<file path="src/rtl/nibble_pkg.sv">
// nibble_pkg: shared constants, FSM states and index sizing for the nibble-serial adder.
package nibble_pkg;

    localparam int NIBBLE_W = 4;

    typedef enum logic [1:0] {
        IDLE,
        RUN,
        DONE
    } state_e;

    function automatic int idx_w(input int n);
        return (n > 1) ? $clog2(n) : 1;
    endfunction

endpackage

</file>
<file path="src/rtl/nibble_adder.sv">
// nibble_adder: 4-bit ripple-carry adder built from four full-adder cells.
module nibble_adder
    import nibble_pkg::*;
(
    input  logic [NIBBLE_W-1:0] x,
    input  logic [NIBBLE_W-1:0] y,
    input  logic                ci,
    output logic [NIBBLE_W-1:0] s,
    output logic                co
);

    logic [NIBBLE_W:0] c;

    assign c[0] = ci;

    for (genvar i = 0; i < NIBBLE_W; i++) begin : g_fa
        assign s[i]   = x[i] ^ y[i] ^ c[i];
        assign c[i+1] = (x[i] & y[i]) | (c[i] & (x[i] ^ y[i]));
    end

    assign co = c[NIBBLE_W];

endmodule

</file>
<file path="src/rtl/nibble_serial_adder_ctrl.sv">
// nibble_serial_adder_ctrl: WIDTH-bit add/subtract sequenced one nibble per clock
// through a single shared 4-bit adder, with a start/busy/done handshake.
module nibble_serial_adder_ctrl
    import nibble_pkg::*;
#(
    parameter int WIDTH = 16
) (
    input  logic             clk,
    input  logic             rst,
    input  logic             start,
    input  logic             sub,
    input  logic [WIDTH-1:0] a,
    input  logic [WIDTH-1:0] b,
    input  logic             cin,
    output logic             busy,
    output logic             done,
    output logic [WIDTH-1:0] sum,
    output logic             cout,
    output logic             ovf
);

    localparam int NIBBLES = WIDTH / NIBBLE_W;
    localparam int IDX_W   = idx_w(NIBBLES);

    state_e               state_q, state_d;
    logic [IDX_W-1:0]     idx_q, idx_d;
    logic                 carry_q, carry_d;
    logic [WIDTH-1:0]     a_q, a_d, b_q, b_d, sum_q, sum_d;
    logic                 cout_q, cout_d, ovf_q, ovf_d;
    logic [NIBBLE_W-1:0]  slice_s;
    logic                 slice_co;

    nibble_adder u_adder (
        .x  (a_q[idx_q*NIBBLE_W +: NIBBLE_W]),
        .y  (b_q[idx_q*NIBBLE_W +: NIBBLE_W]),
        .ci (carry_q),
        .s  (slice_s),
        .co (slice_co)
    );

    always_comb begin
        state_d = state_q;
        idx_d   = idx_q;
        carry_d = carry_q;
        a_d     = a_q;
        b_d     = b_q;
        sum_d   = sum_q;
        cout_d  = cout_q;
        ovf_d   = ovf_q;
        if (state_q == RUN) begin
            sum_d[idx_q*NIBBLE_W +: NIBBLE_W] = slice_s;
            carry_d = slice_co;
            if (idx_q == IDX_W'(NIBBLES - 1)) begin
                state_d = DONE;
                cout_d  = slice_co;
                // Sign of the final slice is the sign of the full result.
                ovf_d   = (a_q[WIDTH-1] == b_q[WIDTH-1]) && (slice_s[NIBBLE_W-1] != a_q[WIDTH-1]);
            end else begin
                idx_d = idx_q + 1'b1;
            end
        end else if (start) begin
            state_d = RUN;
            idx_d   = '0;
            a_d     = a;
            b_d     = sub ? ~b : b;
            carry_d = sub | cin;
        end else begin
            state_d = IDLE;
        end
    end

    always_ff @(posedge clk or posedge rst) begin
        if (rst) begin
            state_q <= IDLE;
            idx_q   <= '0;
            carry_q <= 1'b0;
            a_q     <= '0;
            b_q     <= '0;
            sum_q   <= '0;
            cout_q  <= 1'b0;
            ovf_q   <= 1'b0;
        end else begin
            state_q <= state_d;
            idx_q   <= idx_d;
            carry_q <= carry_d;
            a_q     <= a_d;
            b_q     <= b_d;
            sum_q   <= sum_d;
            cout_q  <= cout_d;
            ovf_q   <= ovf_d;
        end
    end

    assign busy = (state_q == RUN);
    assign done = (state_q == DONE);
    assign sum  = sum_q;
    assign cout = cout_q;
    assign ovf  = ovf_q;

endmodule

</file>
<file path="config.mk">
export PLATFORM = sky130hd
export DESIGN_NAME = nibble_serial_adder_ctrl
export DESIGN_NICKNAME = d
export VERILOG_FILES = /design/src/rtl/nibble_pkg.sv /design/src/rtl/nibble_adder.sv /design/src/rtl/nibble_serial_adder_ctrl.sv
export SDC_FILE = /design/constraint.sdc
export NUM_CORES = 1
export LEC_CHECK = 0
export ABC_AREA = 0
export BUFFER_PORTS_ARGS = -buffer_cell sky130_fd_sc_hd__buf_2
export CAP_MARGIN = 10
export CORE_ASPECT_RATIO = 0.75
export CORE_MARGIN = 5
export CORE_UTILIZATION = 50
export DETAILED_ROUTE_END_ITERATION = 12
export GPL_TIMING_DRIVEN = 0
export PLACE_DENSITY = 0.75
export SETUP_SLACK_MARGIN = 0.05
export SYNTH_ARGS = -nofsm -noshare
export SYNTH_HDL_FRONTEND = slang
export SYNTH_SLANG_ARGS = --single-unit
</file>
<file path="constraint.sdc">
create_clock -name clk -period 3.91 [get_ports clk]
set_clock_uncertainty 0.05 [all_clocks]
set_input_delay 0.5865 -clock clk [delete_from_list [all_inputs] [get_ports clk]]
set_output_delay 0.5865 -clock clk [all_outputs]
set_load 0.005 [all_outputs]
</file>
Word-level counts from Yosys, hierarchy flattened
Cells that the tools add are included.
Storage, ports and cells
  register bits after elaboration: 55
  bits in latches: 0
  memory bits (writable): 0
  bits in read-only memories: 0
  input port bits: 37
  output and inout port bits: 20
  memories: 0
Cells by class
  add/sub/neg operators: 2
  $mul: 0
  div/mod/pow operators: 0
  $lt $le $gt $ge: 0
  eq/ne operators: 7
  shift operators: 4
  multiplexer cells: 10
  bitwise gates (word level): 23
  reduce and logical (&&, ||, !) cells: 5
Operators by type and width (number)
  negation 4 -> 34 bit: 1
  variable shift 4 x 34 -> 16 bit (first input constant): 1
  variable part select 4 x 34 -> 16 bit: 1
  variable part select 16 x 5 -> 4 bit: 2
  bitwise mux 16 bit: 1
  two-way mux 16 bit: 1
  inverter 16 bit: 1
  two-way mux 2 bit: 5
  AND 1 bit: 8
  XOR 1 bit: 8
  AND reduction 2 bit: 3
  bitwise OR 1 bit: 5
  == test 2 bit (second input constant): 2
  two-way mux 1 bit: 3
  adder 2 x 1 -> 2 bit (second input constant): 1
  == test 2 x 1 -> 1 bit (second input constant): 1
  != test 2 x 1 -> 1 bit (second input constant): 1
  != test 2 bit (second input constant): 1
  nonzero test 2 bit: 1
  == test 1 bit: 1
  logical AND 1 bit: 1
  != test 1 bit: 1
  inverter 1 bit: 1

Longest topological paths before layout
  depth after elaboration: 11
  depth in mapped cells: 13

Hierarchy
A second synthesis with hierarchy kept.
Unflattened totals
  cells, all modules: 207
  area total of the unflattened synthesis: 2653.8 um^2
Modules (own cells, without submodules)
  nibble_serial_adder_ctrl: instances 1, cells an instance 193, area each 2536.2 um^2, seq. area each 1376.3 um^2
  nibble_adder: instances 1, cells an instance 14, area each 117.6 um^2, seq. area each 0.0 um^2

Least setup slack after synthesis
OpenSTA, ideal clock, no wires.
  kind: flip-flop to flip-flop
  from: register idx_q[0]
  to: register ovf_q, in the netlist ovf
  arrival: 2839 ps
  setup slack: 896 ps
  cell stages (with the launch flop): 13
  clock period less this slack: 3014 ps
  cells stage by stage: dfrtp_1 > mux4_1 > inv_1 > fa_1 > inv_1 > fa_1 > inv_1 > fa_1 > inv_1 > fa_1 > nand2b_1 > o22ai_1 > mux2_2
On the way
  longest elaborated chain between the ends: 11
  elaborated cells between the ends (all ways): 20
RTL lines
  start, declared: RTL line nibble_serial_adder_ctrl.sv:26  | logic [IDX_W-1:0] idx_q, idx_d;
  start signal, assigned: RTL line nibble_serial_adder_ctrl.sv:84  | idx_q <= idx_d;
  variable part select 16 x 5 -> 4 bit (on tied branches): RTL line nibble_serial_adder_ctrl.sv:34, nibble_serial_adder_ctrl.sv:35
  XOR 1 bit: RTL line nibble_adder.sv:18  | assign c[i+1] = (x[i] & y[i]) | (c[i] & (x[i] ^ y[i]));
  AND 1 bit: RTL line nibble_adder.sv:18
  bitwise OR 1 bit: RTL line nibble_adder.sv:18
  AND 1 bit: RTL line nibble_adder.sv:18
  bitwise OR 1 bit: RTL line nibble_adder.sv:18
  AND 1 bit: RTL line nibble_adder.sv:18
  bitwise OR 1 bit: RTL line nibble_adder.sv:18
  XOR 1 bit: RTL line nibble_adder.sv:17  | assign s[i] = x[i] ^ y[i] ^ c[i];
  != test 1 bit: RTL line nibble_serial_adder_ctrl.sv:57  | ovf_d = (a_q[WIDTH-1] == b_q[WIDTH-1]) && (slice_s[NIBBLE_W-1] != a_q[WIDTH-1]);
  logical AND 1 bit: RTL line nibble_serial_adder_ctrl.sv:57
  end signal, assigned: RTL line nibble_serial_adder_ctrl.sv:90  | ovf_q <= ovf_d;
  end, declared: RTL line nibble_serial_adder_ctrl.sv:29  | logic cout_q, cout_d, ovf_q, ovf_d;
Several ways; a longest one is shown, not always the timed one.
A chain may end at the register's enable or synchronous reset.

Worst setup path after layout
Ends and elaborated chain as after synthesis.

==> impl_results.md <==
- Status: finished clean
- Nets: 324
- Post-synth top area share: 0.502
- FMAX: 0.297 GHz
- Router iterations before antenna repair: 4
- Setup bufs post-CTS: 0
- Leak: 1.53 nW
- Most common cell in the netlist: dfrtp_1
- Post-Synth Adder-Cell Area: 0.0566
- Worst Path Required: 4.05 ns
- CP Launch Type: flip-flop
- Post-Syn Nets: 261
- DRC Markers: 0
- Io pins: 57
- Mux contribution to synthesized area: 0.162
- # port buffers: 55
- Slew Viols, Final: 0
- Core ar.: 0.00532 mm^2
- RD Place Congestion: 0.754
- Synth async-reset ratio: 1.00
- DRT antenna net count: 0
- Tcrit/Tclk final: 0.861
- Die width: 95.5 um
- Main combinational cell family by area after synthesis: multiplexers
- Syn avg cell area: 12.8 um^2
- Crit path cell chain: mux4_1, inv_1, fa_1, inv_1, fa_1, inv_1, fa_1, inv_1, fa_1, nand2b_1, o22ai_1, mux2_2
- Area growth from synthesis to layout: 17.3%
- Worst-case clock buffer depth: 2
- Met2 Use GR: 0.272
- Setup repair after global routing missed its margin: no
- Initial antenna violation count: 0
- Skew-Pair Late Insertion Delay: 0.30 ns
- Vias in the first global route: 1,890
- DP Cell Count: 345
- CTS-repair resized insts: 0
- CTS tree: done
- Initial Util: 0.515
- CP endpoint kind: flip-flop
- Final min period: 3.37 ns
- Leading cell types by total area after synthesis: dfrtp_1 (50%), mux4_2 (5.8%), mux2_4 (5.5%), xnor2_1 (5.1%), o21ai_0 (4.6%)
- Inserted Diodes: 0
- Final std cells w/o fill: 353
- Pwr/cell area: 836 mW/mm^2
- Reg clk slew, reported paths: 0.10 ns
- Synthesis Warnings: 0
- Post-CTS Hold Fix Bufs: 0
- Met3 usage: 0.0364
- Root Buffer: clkbuf_8
- Worst Path Max Fanout: 9
- Most used DFF post-synth: dfrtp_1
- TritonCTS Buffers: 5
- Hold Violations, Final: 0
- Die Height: 74.1 um
- Synth Area in XOR/XNOR: 0.0511
- Setup CP Type: flip-flop to flip-flop
- Largest net degree at the start of global routing: 38
- Fill count: 440
- Maxcap violations: 0
- TritonCTS Sinks: 55
- VDD IR-drop max: 0.394 mV
- Sequential cell area fraction in the yosys report: 0.502
- Worst Tran Pin Value: 0.425 ns
- Setup TNS: 0 ns
- Worst r2r src: idx_q[0]$_DFFE_PP0P_
- DPL Wire Length: 4.22 mm
- Worst setup path startpoint: idx_q[0]$_DFFE_PP0P_
- Pwr Total: 2.69 mW
- DR vias: 1,841
- Simple-gate share of the synthesized area: 0.0707
- Leading area contributor after synthesis: dfrtp_1
- DRT Wirelength: 5.48 mm
- Compound-cell area share of the yosys netlist: 0.112
- Die area: 0.00708 mm^2
- Met1 usage: 0.237
- Family with the most delay on the worst path: adder cells
- Cells after Synth: 214
- Worst hold path class: input port to asynchronous set/reset pin
- Total gr overflow: 0
- Seq cells post-synth: 55
- CP arrival: 3.51 ns
- Final setup violation count: 0
- Slowest cell on crit path: dfrtp_1
- Avg WL per Cell: 15.5 um
- Busiest grt layer: met2
- Layout Utilization: 0.604
- Rel. slew slack: 0.716
- Largest stage delay on the critical path: 0.61 ns
- 1st-iter DRT viols: 72
- Buffers plus inverters on the worst setup path: 4
- GR Util All Layers: 0.168
- FP Rows: 23
- CTS H-Tree Depth: 2
- First-pass GRT wire length: 9.20 mm
- Most frequent cells after synthesis: dfrtp_1 (55), o21ai_0 (25), xnor2_1 (16), o21ai_1 (14), inv_1 (12)
- Via-to-Cell Ratio: 5.22
- Post-synth EDFFs: 0
- Cell Area, Synth: 0.00274 mm^2
- Netlist cell types: 36
- Share of layout cells above drive strength 1: 0.374
## worst reg2reg max path: cells and delay by family, from the launching register on
kind                       cells  cell delay, ns
buffers and inverters          4            0.27
AOI/OAI and AO/OA              1            0.08
adders and majority gates      4            1.24
DFF                            1            0.61
muxes                          2            0.87
and+or+nand+nor                1            0.12
## cell usage in the layout, fill, tap and decap left out
cell type,count
a21oi_1,1
fa_1,4
buf_12,1
inv_1,11
o21ai_1,14
nor2b_1,2
clkbuf_1,2
nor4_1,2
mux2_4,10
clkinvlp_4,1
nor4b_1,1
ha_1,6
mux4_1,1
clkinv_2,1
o21ai_0,25
o21a_1,1
nand3b_1,2
and4_1,1
clkbuf_8,5
o2bb2ai_1,2
nand2b_4,1
buf_8,1
nand4_1,2
nor2_8,1
xnor2_1,16
dfrtp_1,55
mux2i_1,2
inv_2,3
mux4_2,7
a22o_1,8
nand2b_1,2
o22ai_1,2
buf_6,2
or4_1,1
buf_2,61
mux2_2,8
nand3b_2,1
and2b_1,1
or4b_4,1
nand2_1,10
## cells by family after synthesis
| logic type | after synthesis |
|---|---|
| DFF | 55 |
| AOI/OAI and AO/OA | 53 |
| muxes | 28 |
| and+or+nand+nor | 28 |
| buffers and inverters | 24 |
| xor gates and xnor gates | 16 |
| adders and majority gates | 10 |
## flip-flops by register name, summed over array words and instances, names as in the netlist
register and flops:
carry_q 1, b_q 16, cout 1, idx_q 2, ovf 1, sum 16
a_q 16, state_q 2
## cell type report
cell class / count / area (um^2) / share of cell area
Sequential cell: 55 / 1380 / 0.428
Buffer: 10 / 71.3 / 0.0222
Inverter: 14 / 52.6 / 0.0163
Multi-Input combinational cell: 135 / 1240 / 0.386
Clock inverter: 2 / 12.5 / 0.00389
Timing Repair Buffer: 56 / 295 / 0.0918
Tap cell: 75 / 93.8 / 0.0292
Clock buffer: 6 / 72.6 / 0.0226
## power by group
| part | total (mW) | internal, mW | switching [mW] |
|---|---|---|---|
| sequential | 0.965 | 0.812 | 0.152 |
| clock | 0.303 | 0.126 | 0.178 |
| combinational | 1.42 | 0.685 | 0.734 |
## layer usage
layer / up-vias / share of wire
met2: 52 / 0.46
met1: 899 / 0.47
met5: - / 0
met3: 5 / 0.060
li1: 885 / -
met4: 0 / 0.0077
## stage by stage
stage                     cell area (um^2)  hold WS, ns  setup slack (ns)
after floorplan                       2740        0.416             0.896
after global placement                3110        0.418             0.630
after detailed placement              3130        0.427             0.541
after CTS                             3220        0.233             0.525
after global routing                  3220        0.240             0.320
final                                 3220        0.213             0.545
## path summary, 6_finish.rpt
check	to	slack [ns]	depth (start not counted)
min in group clk	sum[12]$_DFFE_PP0P_	0.45	2
worst max register to register	ovf$_DFFE_PP0P_	0.54	12
worst min register to register	sum[12]$_DFFE_PP0P_	0.45	2
worst min-delay path	sum[0]$_DFFE_PP0P_	0.21	2
worst max-delay path	ovf$_DFFE_PP0P_	0.54	12
max in group asynchronous	a_q[4]$_DFFE_PP0P_	3.04	3
(Power assumes the default switching activity.)
